**config.mk**
```make
export PLATFORM = sky130hd
export DESIGN_NAME = mult4_arb_flat
export DESIGN_NICKNAME = d
export VERILOG_FILES = /design/src/rtl/mult4_arb_if.sv /design/src/rtl/mult4_arb.sv /design/src/flat_wrapper.sv
export SDC_FILE = /design/constraint.sdc
export NUM_CORES = 1
export LEC_CHECK = 0
export ABC_AREA = 1
export CAP_MARGIN = 20
export CORE_ASPECT_RATIO = 0.9
export CORE_MARGIN = 1
export CORE_UTILIZATION = 43
export CTS_CLUSTER_DIAMETER = 200
export CTS_CLUSTER_SIZE = 8
export DETAILED_ROUTE_END_ITERATION = 8
export GPL_ROUTABILITY_DRIVEN = 0
export PLACE_DENSITY = 0.81
export SYNTH_ARGS = -nofsm -noshare
export SYNTH_HDL_FRONTEND = slang
export SYNTH_SLANG_ARGS = --single-unit
```
**constraint.sdc**
```tcl
create_clock -name clk -period 2.75 [get_ports clk]
set_input_delay 0.55 -clock clk [delete_from_list [all_inputs] [get_ports clk]]
set_output_delay 0.55 -clock clk [all_outputs]
set_load 0.01 [all_outputs]
```
**src/rtl/mult4_arb_if.sv**
```systemverilog
// Requester and multiplier bus of the shared 4x4 multiplier arbiter.
// master = requesters plus the external mult4 instance, slave = arbiter.
interface mult4_arb_if #(parameter int N_REQ = 4);
  logic [N_REQ-1:0]   req_valid;
  logic [N_REQ-1:0]   req_ready;
  logic [4*N_REQ-1:0] req_a;
  logic [4*N_REQ-1:0] req_b;
  logic [3:0]         mul_a;
  logic [3:0]         mul_b;
  logic [7:0]         mul_z;
  logic [N_REQ-1:0]   rsp_valid;
  logic [N_REQ-1:0]   rsp_ready;
  logic [7:0]         rsp_z;
  logic               busy;

  modport master (
    output req_valid, req_a, req_b, rsp_ready, mul_z,
    input  req_ready, rsp_valid, rsp_z, busy, mul_a, mul_b
  );
  modport slave (
    input  req_valid, req_a, req_b, rsp_ready, mul_z,
    output req_ready, rsp_valid, rsp_z, busy, mul_a, mul_b
  );
endinterface

```
**src/rtl/mult4_arb.sv**
```systemverilog
// Round-robin arbiter/sequencer sharing one combinational mult4 among N_REQ
// requesters: IDLE grants, CALC lets the product settle, RESP hands it back.
module mult4_arb_lane #(
  parameter int PW = 2,
  parameter int ID = 0
) (
  input  logic          idle,
  input  logic          found,
  input  logic          in_resp,
  input  logic [PW-1:0] win,
  input  logic [PW-1:0] own,
  input  logic          rsp_ready,
  output logic          req_ready,
  output logic          own_hit,
  output logic          rsp_fire
);
  assign own_hit   = (own == PW'(ID));
  assign req_ready = idle && found && (win == PW'(ID));
  assign rsp_fire  = in_resp && own_hit && rsp_ready;
endmodule

module mult4_arb #(
  parameter int N_REQ = 4
) (
  input logic        clk,
  input logic        rst_n,
  mult4_arb_if.slave bus
);
  localparam int PW = (N_REQ > 1) ? $clog2(N_REQ) : 1;

  typedef enum logic [1:0] {IDLE, CALC, RESP} state_t;

  state_t           state_q, state_d;
  logic [PW-1:0]    ptr_q, ptr_d;
  logic [PW-1:0]    own_q, own_d;
  logic [3:0]       mul_a_q, mul_a_d;
  logic [3:0]       mul_b_q, mul_b_d;
  logic [7:0]       rsp_z_q, rsp_z_d;
  logic [N_REQ-1:0] rsp_valid_q, rsp_valid_d;
  logic             busy_q, busy_d;

  logic [PW-1:0]    win, idx;
  logic             found, idle, in_resp;
  logic [N_REQ-1:0] req_ready, own_oh, rsp_fire;
  int               j;

  // Rotating-priority search starting at ptr, wrapping modulo N_REQ.
  always_comb begin
    found = 1'b0;
    win   = '0;
    j     = 0;
    idx   = '0;
    for (int k = 0; k < N_REQ; k++) begin
      j = int'(ptr_q) + k;
      if (j >= N_REQ) j = j - N_REQ;
      idx = PW'(j);
      if (!found && bus.req_valid[idx]) begin
        found = 1'b1;
        win   = idx;
      end
    end
  end

  // Grants are held off while reset is asserted so nothing leaks during reset.
  assign idle    = (state_q == IDLE) && rst_n;
  assign in_resp = (state_q == RESP);

  for (genvar i = 0; i < N_REQ; i++) begin : g_lane
    mult4_arb_lane #(.PW(PW), .ID(i)) u_lane (
      .idle      (idle),
      .found     (found),
      .in_resp   (in_resp),
      .win       (win),
      .own       (own_q),
      .rsp_ready (bus.rsp_ready[i]),
      .req_ready (req_ready[i]),
      .own_hit   (own_oh[i]),
      .rsp_fire  (rsp_fire[i])
    );
  end

  always_comb begin
    state_d     = state_q;
    ptr_d       = ptr_q;
    own_d       = own_q;
    mul_a_d     = mul_a_q;
    mul_b_d     = mul_b_q;
    rsp_z_d     = rsp_z_q;
    rsp_valid_d = rsp_valid_q;
    busy_d      = busy_q;
    case (state_q)
      IDLE: if (found) begin
        for (int i = 0; i < N_REQ; i++) begin
          if (win == PW'(i)) begin
            mul_a_d = bus.req_a[4*i +: 4];
            mul_b_d = bus.req_b[4*i +: 4];
          end
        end
        own_d   = win;
        state_d = CALC;
        busy_d  = 1'b1;
      end
      CALC: begin
        rsp_z_d     = bus.mul_z;
        rsp_valid_d = own_oh;
        state_d     = RESP;
      end
      RESP: if (|rsp_fire) begin
        ptr_d       = (own_q == PW'(N_REQ-1)) ? '0 : own_q + 1'b1;
        rsp_valid_d = '0;
        busy_d      = 1'b0;
        state_d     = IDLE;
      end
      default: state_d = IDLE;
    endcase
  end

  always_ff @(posedge clk) begin
    if (!rst_n) begin
      state_q     <= IDLE;
      ptr_q       <= '0;
      own_q       <= '0;
      mul_a_q     <= '0;
      mul_b_q     <= '0;
      rsp_z_q     <= '0;
      rsp_valid_q <= '0;
      busy_q      <= 1'b0;
    end else begin
      state_q     <= state_d;
      ptr_q       <= ptr_d;
      own_q       <= own_d;
      mul_a_q     <= mul_a_d;
      mul_b_q     <= mul_b_d;
      rsp_z_q     <= rsp_z_d;
      rsp_valid_q <= rsp_valid_d;
      busy_q      <= busy_d;
    end
  end

  assign bus.req_ready = req_ready;
  assign bus.mul_a     = mul_a_q;
  assign bus.mul_b     = mul_b_q;
  assign bus.rsp_z     = rsp_z_q;
  assign bus.rsp_valid = rsp_valid_q;
  assign bus.busy      = busy_q;
endmodule

```
**src/flat_wrapper.sv**
```systemverilog
// flat-port wrapper written by rule: the top's interface ports become plain ports
module mult4_arb_flat 
#(
  parameter int N_REQ = 4
)
  (clk, rst_n, bus_req_valid, bus_req_a, bus_req_b, bus_rsp_ready, bus_mul_z, bus_req_ready, bus_rsp_valid, bus_rsp_z, bus_busy, bus_mul_a, bus_mul_b);
  mult4_arb_if #(.N_REQ(N_REQ)) bus_i ();
  input logic clk;
  input logic rst_n;
  input wire logic [$bits(bus_i.req_valid)-1:0] bus_req_valid;
  input wire logic [$bits(bus_i.req_a)-1:0] bus_req_a;
  input wire logic [$bits(bus_i.req_b)-1:0] bus_req_b;
  input wire logic [$bits(bus_i.rsp_ready)-1:0] bus_rsp_ready;
  input wire logic [$bits(bus_i.mul_z)-1:0] bus_mul_z;
  output wire logic [$bits(bus_i.req_ready)-1:0] bus_req_ready;
  output wire logic [$bits(bus_i.rsp_valid)-1:0] bus_rsp_valid;
  output wire logic [$bits(bus_i.rsp_z)-1:0] bus_rsp_z;
  output wire logic [$bits(bus_i.busy)-1:0] bus_busy;
  output wire logic [$bits(bus_i.mul_a)-1:0] bus_mul_a;
  output wire logic [$bits(bus_i.mul_b)-1:0] bus_mul_b;
  assign bus_i.req_valid = bus_req_valid;
  assign bus_i.req_a = bus_req_a;
  assign bus_i.req_b = bus_req_b;
  assign bus_i.rsp_ready = bus_rsp_ready;
  assign bus_i.mul_z = bus_mul_z;
  assign bus_req_ready = bus_i.req_ready;
  assign bus_rsp_valid = bus_i.rsp_valid;
  assign bus_rsp_z = bus_i.rsp_z;
  assign bus_busy = bus_i.busy;
  assign bus_mul_a = bus_i.mul_a;
  assign bus_mul_b = bus_i.mul_b;
  mult4_arb #(.N_REQ(N_REQ)) u_core (.clk(clk), .rst_n(rst_n), .bus(bus_i));
endmodule
```
==> results.sh, run 1 <==
export IMPL_status="completed"
export IMPL_cp_arrival_ns=2.10
export IMPL_nFillCells=346
export IMPL_setup_viol=0
export IMPL_reg2reg_to="u_core.bus.mul_a[0]$_SDFFE_PN0P_"
export IMPL_async_reset_ff_share_pct=0
export IMPL_vias=1940
export IMPL_wl_met2_um=2180
export IMPL_syn_inst=276
export IMPL_fin_ws_ns=0.0991
export IMPL_io_pins=75
export IMPL_fmax_mhz=377
export IMPL_grt_pass1_wl_um=7730
export IMPL_grt_total_usage_pct=21.5
export IMPL_relSlewSlack_pct=54.5
export IMPL_htreeDepth=1
export IMPL_path_cells="clkdlybuf4s50_1 -> inv_1 -> nand2_2 -> nand3_1 -> nand2_2 -> inv_1 -> nand3_2 -> nand2_2 -> nand2_4 -> clkinv_4 -> nor3_4 -> buf_2"
export IMPL_clock_path_buffers=2
export IMPL_cts_hold_buf=0
export IMPL_maxCapViolCount=0
export IMPL_wire_per_inst_um=11.3
export IMPL_synthAdderAreaFrac_pct=2.85
export IMPL_combPwrFrac_pct=59.7
export IMPL_initialDrtViolationCount=109
export IMPL_cp_end_kind="output port"
export IMPL_final_util_pct=71.1
export IMPL_holdCritPathClass="register to register"
export IMPL_synth_distinct_cells=28
export IMPL_routed_top_layer="met4"
export IMPL_grt_pass1_vias=1813
export IMPL_drv_slew=0
export IMPL_p_sw_w=0.000810
export IMPL_synth_area_leaders="dfxtp_1, nand2_1, inv_1"
export IMPL_vdd_ir_drop_max_mv=0.429
export IMPL_synth_top_family_by_area="simple AND/OR/NAND/NOR gates"
export IMPL_post_route_period_util_pct=96.4
export IMPL_cts_buffers_inserted=3
export IMPL_nets=413
export IMPL_coreArea_sq_um=3810
export IMPL_num_rows=21
export IMPL_cp_top_family="buffers and inverters"
export IMPL_finalHoldViolations=0
export IMPL_dp_hpwl_um=3410
export IMPL_ys_flop_type="dfxtp_1"
export IMPL_yosys_area_top_type_share_pct=30.7
export IMPL_insertion_delay_ns=0.28
export IMPL_worstRegToRegCells=18
export IMPL_root_buffer="clkbuf_8"
export IMPL_reg2reg_from="u_core.ptr_q[0]$_SDFFE_PN0P_"
export IMPL_antenna_found_initial=0
export IMPL_finClkSkew_ns=0.00716
export IMPL_holdWs_ns=0.469
export IMPL_critPathKind="input port to output port"
export IMPL_rsz0062_at_grt="yes"
export IMPL_num_antenna_cells=0
export IMPL_drive_above_1_share_pct=17.6
export IMPL_drc=0
export IMPL_yosysSeqAreaShare_pct=30.7
export IMPL_critical_path_max_stage_delay_ns=0.47
export IMPL_clkPwrFrac_pct=11.9
export IMPL_synth_compound_area_share_pct=16.4
export IMPL_synth_common_cells="nand2_1, inv_1, o21ai_0"
export IMPL_synth_most_common_cell="nand2_1"
export IMPL_routed_via_density=4.80
export IMPL_ant_nets=0
export IMPL_p_int_w=0.00113
export IMPL_ff2ff_setup_slack_ns=0.29
export IMPL_yosysWarningCount=0
export IMPL_die_y_um=62.7
export IMPL_ys_ff_latch=27
export IMPL_crit_path_top_delay_cell="clkdlybuf4s50_1"
export IMPL_worstHoldStart="u_core.bus.mul_a[3]$_SDFFE_PN0P_"
export IMPL_synth_edff_count=0
export IMPL_die_area_sq_um=4350
export IMPL_holdPathStages=2
export IMPL_sw_frac_of_total_pct=41.9
export IMPL_syn_nets=330
export IMPL_cpMostUsedCell="nand2_2"
export IMPL_yosysTopAreaCell="dfxtp_1"
export IMPL_synth_xor_area_share_pct=0
export IMPL_path_max_fanout=4
export IMPL_clk_pin_slew_worst_paths_ns=0.09
export IMPL_fin_crit_ns=2.65
export IMPL_p_per_area_nw_per_um2=714
export IMPL_power_frac_seq_pct=28.4
export IMPL_portBuffers=74
export IMPL_critPathLaunchType="input port"
export IMPL_p_leak_nw=1.29
export IMPL_grt_overflow=0
export IMPL_grt_max_degree=17
export IMPL_fin_setup_tns_ns=0
export IMPL_synth_area_sq_um=1760
export IMPL_dr_pass1_iters=4
export IMPL_worst_pin_slew_ns=0.678
export IMPL_m1WireLength_um=2040
export IMPL_met3_length_um=292
export IMPL_start_util_pct=46.1
export IMPL_cts_tree="yes"
export IMPL_wl_um=4550
export IMPL_crit_required_ns=2.20
export IMPL_hold_end="u_core.bus.mul_a[3]$_SDFFE_PN0P_"
export IMPL_path_buf_inv=5
export IMPL_pre_cts_ws_ns=-0.460
export IMPL_total_power_w=0.00194
export IMPL_synth_simple_area_share_pct=36.8
export IMPL_syn_mean_instance_area_sq_um=6.37
export IMPL_die_x_um=69.4
export IMPL_cts_sinks=27
export IMPL_area_growth_pct=54.2
export IMPL_synthMuxAreaShare_pct=0
repair_timing:
| item | in CTS | in global routing |
|---|---|---|
| setup buffers | 2 | 1 |
| resized for setup | 20 | 19 |
| setup endpoints to repair | 4 | 11 |
| endpoints found under the hold margin | 0 | 0 |
| pin swaps | 3 | 8 |
cell usage in the layout, fill, tap and decap left out, drive strengths merged:
cell	instances
nor2	28
o21ai	30
dlymetal6s2s	3
a21boi	1
nand2	89
buf	19
a22o	2
nand3b	1
ha	4
nand4	1
inv	40
clkdlybuf4s50	67
nor3	1
nand3	21
dfxtp	27
clkbuf	4
clkinv	1
a21oi	18
clkinvlp	1
how the worst max path moves through the flow:
stage / startpoint / end / slack, ns / depth (start not counted)
after global routing: bus_req_valid[1] / bus_req_ready[0] / -0.02 / 12
after detailed placement: bus_req_valid[3] / bus_req_ready[0] / -0.46 / 12
after global placement: bus_req_valid[3] / bus_req_ready[0] / -0.40 / 12
after CTS: bus_req_valid[1] / bus_req_ready[1] / 0.006 / 10
final: bus_req_valid[1] / bus_req_ready[0] / 0.1 / 12
after floorplan: bus_req_valid[1] / bus_req_ready[0] / 0.44 / 12
state kept, by name (all words and copies together), names as in the netlist:
| name | flops |
|---|---|
| u_core.bus.busy | 1 |
| u_core.ptr_q | 2 |
| u_core.state_q | 2 |
| u_core.own_q | 2 |
| u_core.bus.mul_b | 4 |
| u_core.bus.mul_a | 4 |
| u_core.bus.rsp_valid | 4 |
| u_core.bus.rsp_z | 8 |
tightest hold or removal path: cells and delay by family (launching register included):
kind / cells / cell delay [ns]
compound gates: 1 / 0.05
flops: 1 / 0.32
simple gates: 1 / 0.06
per-stage QoR:
step,instances,instance area [sq um]
3_5_place_dp,397,2580
5_1_grt,404,2710
3_3_place_gp,397,2580
2_1_floorplan,276,1760
6_report,404,2710
4_1_cts,403,2660
cell type report:
type                    instances  area, sq um  share of cell area (%)
clock buffers                   3         41.3                    1.52
clock inverters                 1         7.51                   0.277
flip-flops and latches         27          541                    19.9
well taps                      46         57.6                    2.12
repair buffers                 90          848                    31.3
inverters                      41          159                    5.86
multi-input cells             196         1060                    39.0
metal layers:
metal	vias to the layer above	global-route usage, %
met3	5	5.48
met5	-	0
met2	56	37.6
li1	1024	-
met1	855	26.5
met4	0	4.59
kinds of logic (layout without fill, tap and decap cells):
group | Yosys count | count (layout)
AND/OR/NAND/NOR | 141 | 141
buffers and inverters | 53 | 135
AO/OA/AOI/OAI | 51 | 51
flip-flops | 27 | 27
adder cells (fa/ha/maj) | 4 | 4
power groups by stage:
stage                     Combinational [W]  Clock, W  Sequential, W
after detailed placement            0.00108         0       0.000555
after floorplan                    0.000628         0       0.000583
after global placement              0.00106         0       0.000555
after global routing                0.00128  0.000254       0.000566
final                               0.00116  0.000230       0.000550
after CTS                           0.00111  0.000233       0.000549
Power figures use the tool's default switching activity.
==> inputs of run 2 (changes only) <==
--- a/config.mk
+++ b/config.mk
@@ -8,10 +8,10 @@
 export ABC_AREA = 1
 export CAP_MARGIN = 20
 export CORE_ASPECT_RATIO = 0.9
-export CORE_MARGIN = 1
+export CORE_MARGIN = 5
 export CORE_UTILIZATION = 43
 export CTS_CLUSTER_DIAMETER = 200
-export CTS_CLUSTER_SIZE = 8
+export CTS_CLUSTER_SIZE = 16
 export DETAILED_ROUTE_END_ITERATION = 8
 export GPL_ROUTABILITY_DRIVEN = 0
 export PLACE_DENSITY = 0.81
==> run 2 against run 1 <==
Effect of this change: global-route usage down 4.8 points; maximum frequency up 5.0%; clock power down 5%; hold slack better by 0.0044 ns; sequential share of layout area down 0.33 points; sequential power down 0.9%; cell count up 1.2%; final area up 1.7%; critical path type is now register to output port; critical endpoint is now bus_req_ready[1].
==> results.sh, run 2 (synthesis results as in run 1) <==
export IMPL_status="completed"
export IMPL_die_area_sq_um=5470
export IMPL_insertion_delay_ns=0.27
export IMPL_worstRegToRegCells=17
export IMPL_fin_setup_tns_ns=0
export IMPL_critPathLaunchType="register"
export IMPL_holdPathStages=2
export IMPL_path_buf_inv=4
export IMPL_portBuffers=74
export IMPL_die_x_um=77.4
export IMPL_maxCapViolCount=0
export IMPL_crit_required_ns=2.20
export IMPL_vias=1951
export IMPL_worstHoldStart="u_core.bus.mul_a[3]$_SDFFE_PN0P_"
export IMPL_area_growth_pct=56.8
export IMPL_grt_max_degree=15
export IMPL_grt_total_usage_pct=16.7
export IMPL_dp_hpwl_um=3680
export IMPL_antenna_found_initial=0
export IMPL_fin_crit_ns=2.52
export IMPL_grt_overflow=0
export IMPL_htreeDepth=1
export IMPL_nets=416
export IMPL_ant_nets=0
export IMPL_final_util_pct=68.6
export IMPL_dr_pass1_iters=4
export IMPL_cts_hold_buf=0
export IMPL_critPathKind="register to output port"
export IMPL_clk_pin_slew_worst_paths_ns=0.09
export IMPL_cp_top_family="simple AND/OR/NAND/NOR gates"
export IMPL_relSlewSlack_pct=53.2
export IMPL_cp_arrival_ns=1.97
export IMPL_fin_area_sq_um=2760
export IMPL_dp_cells=401
export IMPL_placed_cell_area_sq_um=2590
export IMPL_worst_pin_slew_ns=0.697
export IMPL_p_per_area_nw_per_um2=701
export IMPL_wire_per_inst_um=11.5
export IMPL_hold_end="u_core.bus.mul_a[3]$_SDFFE_PN0P_"
export IMPL_final_cell_mix="nand2_1, clkdlybuf4s50_1, inv_1"
export IMPL_grt_pass1_vias=1814
export IMPL_reg2reg_from="u_core.ptr_q[1]$_SDFFE_PN0P_"
export IMPL_start_util_pct=43.7
export IMPL_die_y_um=70.7
export IMPL_num_antenna_cells=0
export IMPL_post_route_period_util_pct=91.8
export IMPL_rsz0062_at_grt="no"
export IMPL_ff2ff_setup_slack_ns=0.40
export IMPL_largest_register_ff_count=8
export IMPL_critical_path_max_stage_delay_ns=0.34
export IMPL_routed_via_density=4.77
export IMPL_cpMostUsedCell="nand2_4"
export IMPL_drc=0
export IMPL_cts_tree="yes"
export IMPL_drv_slew=0
export IMPL_total_power_w=0.00193
export IMPL_p_leak_nw=1.32
export IMPL_finClkSkew_ns=0.00211
export IMPL_holdCritPathClass="register to register"
export IMPL_drive_above_1_share_pct=20.5
export IMPL_path_max_fanout=5
export IMPL_coreArea_sq_um=4020
export IMPL_vdd_ir_drop_max_mv=0.479
export IMPL_initialDrtViolationCount=119
export IMPL_setup_viol=0
export IMPL_num_rows=22
export IMPL_wl_um=4720
export IMPL_cp_end_kind="output port"
export IMPL_fin_cells=409
export IMPL_root_buffer="clkbuf_8"
export IMPL_finalHoldViolations=0
export IMPL_cts_buffers_inserted=3
export IMPL_fmax_mhz=396
export IMPL_final_common_cell="nand2_1"
export IMPL_clock_path_buffers=2
export IMPL_crit_path_top_delay_cell="dfxtp_1"
export IMPL_cts_sinks=27
export IMPL_nFillCells=363
export IMPL_reg2reg_to="u_core.bus.mul_a[0]$_SDFFE_PN0P_"
export IMPL_io_pins=75
export IMPL_path_cells="buf_4 -> nand2_1 -> nand2_4 -> nand2_2 -> nand2_4 -> nor2_8 -> nand3_2 -> nand2_2 -> nand2_4 -> inv_4 -> buf_4 -> nand2_4 -> nor2_1 -> buf_2"
export IMPL_grt_pass1_wl_um=7690
## run 2: worst max-delay path by stage
stage,start,to,cells after the start
after floorplan,bus_req_valid[1],bus_req_ready[0],12
after global placement,bus_req_valid[3],bus_req_ready[0],12
after detailed placement,bus_req_valid[3],bus_req_ready[0],12
after CTS,bus_req_valid[3],bus_req_ready[3],12
after global routing,u_core.ptr_q[1]$_SDFFE_PN0P_,bus_req_ready[1],14
final,u_core.ptr_q[1]$_SDFFE_PN0P_,bus_req_ready[1],14
## run 2: per-layer routing
| metal | GRT usage (%) | vias to the layer above | wire length, um |
|---|---|---|---|
| li1 | - | 1031 | - |
| met1 | 18.9 | 857 | 1970 |
| met2 | 29.3 | 56 | 2250 |
| met3 | 7.12 | 7 | 440 |
| met4 | 3.82 | 0 | 55 |
| met5 | 0 | - | 0 |
## run 2: report_power, final
part	switching (W)	total, W	leakage [nW]	internal [W]
Clock	0.000115	0.000219	0.0228	0.000104
Combinational	0.000616	0.00117	1.08	0.000554
Sequential	0.0000573	0.000545	0.222	0.000487
## run 2: worst register-to-register path: stages, from the launching register on
cell and delay, ns:
dfxtp_1 0.34, buf_4 0.16, nand2_1 0.11, nand2_4 0.09
nand2_2 0.10, inv_1 0.04, a21boi_1 0.20, nand2_1 0.09
nand2_1 0.08, nand2_2 0.08, buf_6 0.13, buf_4 0.15
nor2_2 0.25, nand2_1 0.09, nand3_1 0.11, nand2_1 0.07
nand2_1 0.08, a21oi_2 0.05
## run 2: area by class of cell
cell class	count	area, sq um	share of cell area, %
tap	48	60.1	2.18
multi-input combinational	196	1080	39.1
inverter	41	156	5.67
sequential	27	541	19.6
clock buffer	4	45.0	1.63
timing repair buffer	93	877	31.8
## run 2: repair_timing
action / CTS / global route
pin swaps: 4 / 13
setup endpoints to repair: 4 / 12
buffers inserted: 2 / 2
resized for setup: 21 / 29
## run 2: per-stage QoR
| step | hold WS (ns) | setup slack (ns) |
|---|---|---|
| final | 0.474 | 0.226 |
| after global placement | 0.453 | -0.348 |
| after detailed placement | 0.466 | -0.423 |
| after global routing | 0.491 | 0.113 |
| after floorplan | 0.490 | 0.445 |
| after CTS | 0.478 | 0.00834 |
==> inputs of run 3 (changes only) <==
--- a/config.mk
+++ b/config.mk
@@ -10,7 +10,6 @@
 export CORE_ASPECT_RATIO = 0.9
 export CORE_MARGIN = 5
 export CORE_UTILIZATION = 43
-export CTS_CLUSTER_DIAMETER = 200
 export CTS_CLUSTER_SIZE = 16
 export DETAILED_ROUTE_END_ITERATION = 8
 export GPL_ROUTABILITY_DRIVEN = 0
==> results of run 3 <==
Final layout, timing and power as in run 2 (identical DEF).
